--- src/rtl/pipe_hazard_ctrl.sv ---
// Pipeline hazard controller: load-use / RAW stalls, branch flushes and
// memory-wait freezing with timeout, plus saturating stall/flush counters.
module pipe_hazard_ctrl #(
    parameter int unsigned MAX_WAIT = 255,
    parameter int unsigned CNT_W    = 16
) (
    input  logic             clk,
    input  logic             rst,
    input  logic [3:0]       src1_addr,
    input  logic [3:0]       src2_addr,
    input  logic             two_src,
    input  logic [3:0]       exe_dest,
    input  logic [3:0]       mem_dest,
    input  logic             exe_wb_en,
    input  logic             mem_wb_en,
    input  logic             exe_mem_read,
    input  logic             forward_en,
    input  logic             branch_taken,
    input  logic             mem_req,
    input  logic             mem_ready,
    input  logic             clr_cnt,
    output logic             pc_freeze,
    output logic             ifid_freeze,
    output logic             idex_freeze,
    output logic             exmem_freeze,
    output logic             ifid_flush,
    output logic             idex_flush,
    output logic             mem_timeout,
    output logic [CNT_W-1:0] stall_cnt,
    output logic [CNT_W-1:0] flush_cnt
);

    localparam logic [7:0] LP_MAX_WAIT = 8'(MAX_WAIT);

    typedef enum logic [1:0] {
        ST_RUN      = 2'd0,
        ST_MEM_WAIT = 2'd1,
        ST_ERR      = 2'd2
    } state_t;

    state_t           r_state;
    logic [7:0]       r_wait_cnt;
    logic [CNT_W-1:0] r_stall_cnt;
    logic [CNT_W-1:0] r_flush_cnt;
    logic             r_mem_timeout;

    logic w_exe_hit1;
    logic w_exe_hit2;
    logic w_mem_hit1;
    logic w_mem_hit2;
    logic w_haz;
    logic w_mstall;
    logic w_branch_flush;
    logic w_pc_freeze;
    logic w_ifid_freeze;
    logic w_idex_freeze;
    logic w_exmem_freeze;
    logic w_ifid_flush;
    logic w_idex_flush;

    // Register 0 is compared like any other register.
    always_comb begin
        w_exe_hit1 = exe_wb_en & (exe_dest == src1_addr);
        w_exe_hit2 = exe_wb_en & two_src & (exe_dest == src2_addr);
        w_mem_hit1 = mem_wb_en & (mem_dest == src1_addr);
        w_mem_hit2 = mem_wb_en & two_src & (mem_dest == src2_addr);
        if (forward_en) begin
            w_haz = exe_mem_read & (w_exe_hit1 | w_exe_hit2);
        end else begin
            w_haz = w_exe_hit1 | w_exe_hit2 | w_mem_hit1 | w_mem_hit2;
        end
        w_mstall = mem_req & ~mem_ready;
    end

    always_comb begin
        w_pc_freeze    = 1'b0;
        w_ifid_freeze  = 1'b0;
        w_idex_freeze  = 1'b0;
        w_exmem_freeze = 1'b0;
        w_ifid_flush   = 1'b0;
        w_idex_flush   = 1'b0;
        w_branch_flush = 1'b0;
        unique case (r_state)
            ST_RUN: begin
                if (w_mstall) begin
                    w_pc_freeze    = 1'b1;
                    w_ifid_freeze  = 1'b1;
                    w_idex_freeze  = 1'b1;
                    w_exmem_freeze = 1'b1;
                end else if (branch_taken) begin
                    w_ifid_flush   = 1'b1;
                    w_idex_flush   = 1'b1;
                    w_branch_flush = 1'b1;
                end else if (w_haz) begin
                    w_pc_freeze    = 1'b1;
                    w_ifid_freeze  = 1'b1;
                    w_idex_flush   = 1'b1;
                end
            end
            ST_MEM_WAIT, ST_ERR: begin
                w_pc_freeze    = 1'b1;
                w_ifid_freeze  = 1'b1;
                w_idex_freeze  = 1'b1;
                w_exmem_freeze = 1'b1;
            end
            default: begin
                w_pc_freeze    = 1'b0;
            end
        endcase
    end

    // Outputs are forced low while reset is asserted, independent of inputs.
    assign pc_freeze    = rst & w_pc_freeze;
    assign ifid_freeze  = rst & w_ifid_freeze;
    assign idex_freeze  = rst & w_idex_freeze;
    assign exmem_freeze = rst & w_exmem_freeze;
    assign ifid_flush   = rst & w_ifid_flush;
    assign idex_flush   = rst & w_idex_flush;
    assign mem_timeout  = r_mem_timeout;
    assign stall_cnt    = r_stall_cnt;
    assign flush_cnt    = r_flush_cnt;

    always_ff @(posedge clk or negedge rst) begin
        if (!rst) begin
            r_state       <= ST_RUN;
            r_wait_cnt    <= '0;
            r_mem_timeout <= 1'b0;
        end else begin
            unique case (r_state)
                ST_RUN: begin
                    if (w_mstall) begin
                        r_state    <= ST_MEM_WAIT;
                        r_wait_cnt <= 8'd1;
                    end
                end
                ST_MEM_WAIT: begin
                    if (mem_ready) begin
                        r_state <= ST_RUN;
                    end else if (r_wait_cnt == LP_MAX_WAIT) begin
                        r_state       <= ST_ERR;
                        r_mem_timeout <= 1'b1;
                    end else begin
                        r_wait_cnt <= r_wait_cnt + 8'd1;
                    end
                end
                ST_ERR: begin
                    r_state       <= ST_ERR;
                    r_mem_timeout <= 1'b1;
                end
                default: begin
                    r_state <= ST_RUN;
                end
            endcase
        end
    end

    always_ff @(posedge clk or negedge rst) begin
        if (!rst) begin
            r_stall_cnt <= '0;
            r_flush_cnt <= '0;
        end else if (clr_cnt) begin
            r_stall_cnt <= '0;
            r_flush_cnt <= '0;
        end else begin
            if (w_pc_freeze && (r_stall_cnt != '1)) begin
                r_stall_cnt <= r_stall_cnt + 1'b1;
            end
            if (w_branch_flush && (r_flush_cnt != '1)) begin
                r_flush_cnt <= r_flush_cnt + 1'b1;
            end
        end
    end

endmodule
--- config.mk ---
export PLATFORM = sky130hd
export DESIGN_NAME = pipe_hazard_ctrl
export DESIGN_NICKNAME = d
export VERILOG_FILES = /design/src/rtl/pipe_hazard_ctrl.sv
export SDC_FILE = /design/constraint.sdc
export NUM_CORES = 1
export LEC_CHECK = 0
export CORE_MARGIN = 4
export CORE_UTILIZATION = 44
export DETAILED_ROUTE_END_ITERATION = 8
export GPL_TIMING_DRIVEN = 0
export PLACE_DENSITY = 0.78
export SLEW_MARGIN = 15
export SYNTH_ARGS = -nofsm -noshare
export SYNTH_HDL_FRONTEND = slang
export SYNTH_SLANG_ARGS = --single-unit
--- constraint.sdc ---
create_clock -name clk -period 2.1 [get_ports clk]
set_input_delay 0.42 -clock clk [delete_from_list [all_inputs] [get_ports clk]]
set_output_delay 0.42 -clock clk [all_outputs]
set_load 0.01 [all_outputs]
==> impl_summary.md <==
Run status
The run finished, with violations left. The final reports fail on negative setup slack.

Route
After detailed routing, the average wire length per cell comes to 16.7 um. The first routing iteration left 201 violations. The pre-antenna-repair detailed-routing pass consisted of 5 iterations. In the routed design, unresolved DRC markers number 0.

In this run the remaining antenna-violating nets after routing total 0. The total detailed-routing wirelength is 7.68 mm. After detailed routing, the number of vias per cell comes to between 5 and 6. Across all layers, the routed design uses around 2.6k vias.

Power
Of the total power, registers draw 37.5%. The internal power consumption is 1.74 mW. The net switching fraction of the power is 32.4%. The leakage power of the design is ~1.6 nW. The relative contribution of combinational cells to total power is 37.8%. The clock power share is 24.6%. The net switching power is roughly 830 uW.

For this design the ratio of total power to cell area is 665 nW/um2. VDD sags by at most 358 uV.

Yosys
The unique cell type count in the Yosys netlist is 40. The compound-cell area share of the yosys netlist is 12.0%. The simple-gate share of the synthesized area is 24.7%. The netlist area before placement is 2540 um2. Of the synthesized area, sequential elements account for 42.3%.

The most used flip-flop cell after synthesis is dfrtp_1. The main combinational cell family by area after synthesis is simple AND/OR/NAND/NOR gates. The post-synthesis sequential element count is 43.

The share of flip-flops with an asynchronous set or reset after synthesis is 100%. The total number of yosys warnings is 0. The synthesized netlist devotes 12.4% of its cell area to XOR and XNOR gates. A synthesized cell averages 8.89 um2. In this run, synthesis inferred 0 flip-flops with an integrated enable.

The adder-cell share of the synthesized area is 3.44%. Of the post-synthesis cell area, the part taken by muxes is 1.67%. The synthesized net count is 320. The number of standard cells after synthesis is roughly 290.

Floorplanning
After floorplanning, the core was divided into 27 placement rows. The area enclosed by the die boundary is 7060 um2. The die boundary width is 84.0 um. The core box area is 5540 um2.

The die is 84.0 um tall. The count of pins on the block boundary is 66. The initial utilization of the core area, before any placement, comes to 45.9%.

Worst setup path
Of all nets on the critical path, the largest fanout is 5. The master of the slowest instance on the critical path is dfrtp_1. The setup path with the least slack is of type flop to output port. The startpoint of the most critical register-to-register path is stall_cnt[7]. Across all register-to-register paths, the minimum setup slack is ~50 ps. In this design, the stage delay of the slowest critical-path cell is 430 ps. STA classifies the critical path endpoint as an output port. The critical path required time is 1680 ps. The worst setup path is launched from a flop. At the worst endpoint, the arrival time is 1720 ps. The endpoint identified for the worst register-to-register timing path is stall_cnt[7]. The logic depth of the worst register-to-register path is 9. Walking the worst path, the cells encountered are inv_2 -> ha_4 -> nand3b_1 -> nand2b_4 -> buf_6 -> nor2_2 -> nor2_2 -> buf_4 -> buf_6.

STA
The smallest clock period supported by the final layout is computed as 2140 ps. The transition at the pin with the smallest max-transition slack is 630 ps. On the final layout, the worst hold slack is 139 ps. The number of slew-limit violations in the final report is 0.

The worst pin sits at a relative slew slack of 58.0%. In the post-route analysis, the smallest setup slack over all paths is -41.5 ps. Across the routed clock network, the largest skew measured is ~6.5 ps. The share of the clock period used by the worst path is 102%.

Setup violations remaining at the end of the flow were counted as 2. Setup repair after global routing could not meet its margin everywhere. The number of failing hold endpoints at the final stage is 0. Static timing analysis puts the maximum clock frequency at approximately 470 MHz.

Final layout
In the layout the commonest cells are dfrtp_1, clkdlybuf4s50_1, nor2_1, buf_4, nand2_1. The repair_antennas step left the layout with diodes totalling 0. The finished layout cell area is 3860 um2. The commonest non-fill, non-tap cell in the layout is dfrtp_1. The synthesis-to-layout area growth is 52.0%.

Measured on the finished design, the core utilization comes to between 60% and 70%. The final net count is 422. The fraction of final layout cells sized beyond drive strength 1 is 29.1%.

GRT
The overall routing resource usage is 20.7%. The initial antenna violation count was 0. The via count of the first global-routing pass is 2472. The first global-routing pass estimated 11.8 mm of wire. The largest net degree at the start of global routing is 26. The total congestion overflow after global routing is 0.

Placed design
The count of buffers added on input and output ports is 64. In this run the cell area measured after placement is 3300 um2. OpenSTA, run right after detailed placement, puts the worst setup slack at -1010 ps. Detailed placement finished with a half-perimeter wire length of around 4.7 mm. The final estimated routing congestion in global placement is 0.859.

Clock network
The number of hold buffers added after CTS is 0. After clock tree synthesis, the clock-pin slew on the worst setup and hold paths is 80 ps. The clock latency on the worst-skew pair is about 300 ps.

The clock tree root driver cell is clkbuf_8. The clock drives 43 sinks. TritonCTS built the clock tree. Buffers inserted during clock tree synthesis total 5. The H-tree level count is 2. No sink is reached through more buffers than the 2 on the longest clock path.

Run
The count of maximum capacitance violations is 0.

Worst hold path
In this run the worst hold path is classified as input pin to async pin.
[sequential cells by signal, summed over array words and instances, names as in the netlist]
name	flops
mem_timeout	1
r_wait_cnt	8
stall_cnt	16
r_state	2
flush_cnt	16
[metal layers]
layer	GRT usage (%)	wire (um)	share of wire (%)	up-vias
li1	-	-	-	1189
met1	23.9	3030	39	1249
met5	0	0	0	-
met4	6.87	193	2.5	0
met3	5.63	456	5.9	17
met2	36.7	4000	52	101
[worst max-delay path, delay by kind of cell (launching register included)]
kind / cells / cell delay, ps
fa+ha+maj: 1 / 170
flops: 1 / 430
buf+inv: 4 / 410
simple gates: 4 / 420
[cells in the mapped netlist, types with 2 or more instances]
| cell type | number | area share, % |
|---|---|---|
| a21oi_1 | 18 | 3.5 |
| a21oi_2 | 3 | 1.0 |
| a31oi_1 | 2 | 0.49 |
| and3_1 | 5 | 1.2 |
| and4_1 | 2 | 0.69 |
| buf_4 | 2 | 0.59 |
| clkbuf_1 | 4 | 0.59 |
| dfrtp_1 | 43 | 42 |
| ha_1 | 7 | 3.4 |
| inv_1 | 11 | 1.6 |
| mux2_2 | 2 | 0.89 |
| mux2i_1 | 2 | 0.79 |
| nand2_1 | 24 | 3.5 |
| nand2b_1 | 5 | 1.2 |
| nand3_1 | 15 | 3.0 |
| nand3b_1 | 2 | 0.59 |
| nand4_1 | 5 | 1.2 |
| nor2_1 | 34 | 5.0 |
| nor2b_1 | 6 | 1.5 |
| nor3_1 | 5 | 0.98 |
| nor4_1 | 3 | 0.74 |
| o211ai_1 | 2 | 0.59 |
| o21ai_0 | 17 | 3.3 |
| o31ai_1 | 3 | 0.89 |
| or3_1 | 12 | 3.0 |
| or4_1 | 4 | 1.2 |
| xnor2_1 | 8 | 2.8 |
| xor2_1 | 28 | 9.6 |
[worst max path at each step]
| stage | from | to | cells past startpoint |
|---|---|---|---|
| after floorplan | src2_addr[1] | stall_cnt[8] | 8 |
| after global placement | rst | idex_freeze | 5 |
| after detailed placement | mem_dest[2] | pc_freeze | 10 |
| after CTS | src2_addr[2] | pc_freeze | 10 |
| after global routing | r_state[0] | pc_freeze | 9 |
| final | r_state[0] | pc_freeze | 9 |
[cell families (layout without fill, tap and decap cells)]
kind of cell / after synthesis / in the layout
fa+ha+maj: 7 / 7
mux: 4 / 4
compound gates: 52 / 52
flops: 43 / 43
simple gates: 125 / 125
buf+inv: 19 / 121
xor+xnor: 36 / 36
[power groups by stage]
stage	clock [mW]	combinational (mW)	sequential, mW
after floorplan	0	0.367	0.970
after global placement	0	0.619	0.969
after CTS	0.636	0.786	0.961
final	0.633	0.972	0.965
after detailed placement	0	0.638	0.975
after global routing	0.684	1.06	0.974
[cell type report]
cell class / count / area, um2
Tap cell: 72 / 90.1
Buffer: 8 / 56.3
Sequential cell: 43 / 1080
Multi-Input combinational cell: 224 / 1660
Inverter: 11 / 41.3
Fill cell: 426 / 1680
Clock inverter: 1 / 30.0
Timing Repair Buffer: 95 / 833
Clock buffer: 6 / 72.6
[stage by stage]
step | setup TNS [ps] | total power, mW | std cells
after floorplan | 0 | 1.34 | 286
after global placement | -48000 | 1.59 | 422
after detailed placement | -15760 | 1.61 | 423
after CTS | -93.7 | 2.38 | 441
after global routing | -738 | 2.71 | 460
final | -82.8 | 2.57 | 460
[what timing repair did]
item | CTS | global route
endpoints found under the hold margin | 0 | 0
resized for setup | 118 | 45
buffers inserted | 12 | 20
endpoints found under the setup margin | 28 | 34
pin swaps | 20 | 21
gates cloned | 2 | 0
Power figures use the tool's default switching activity.
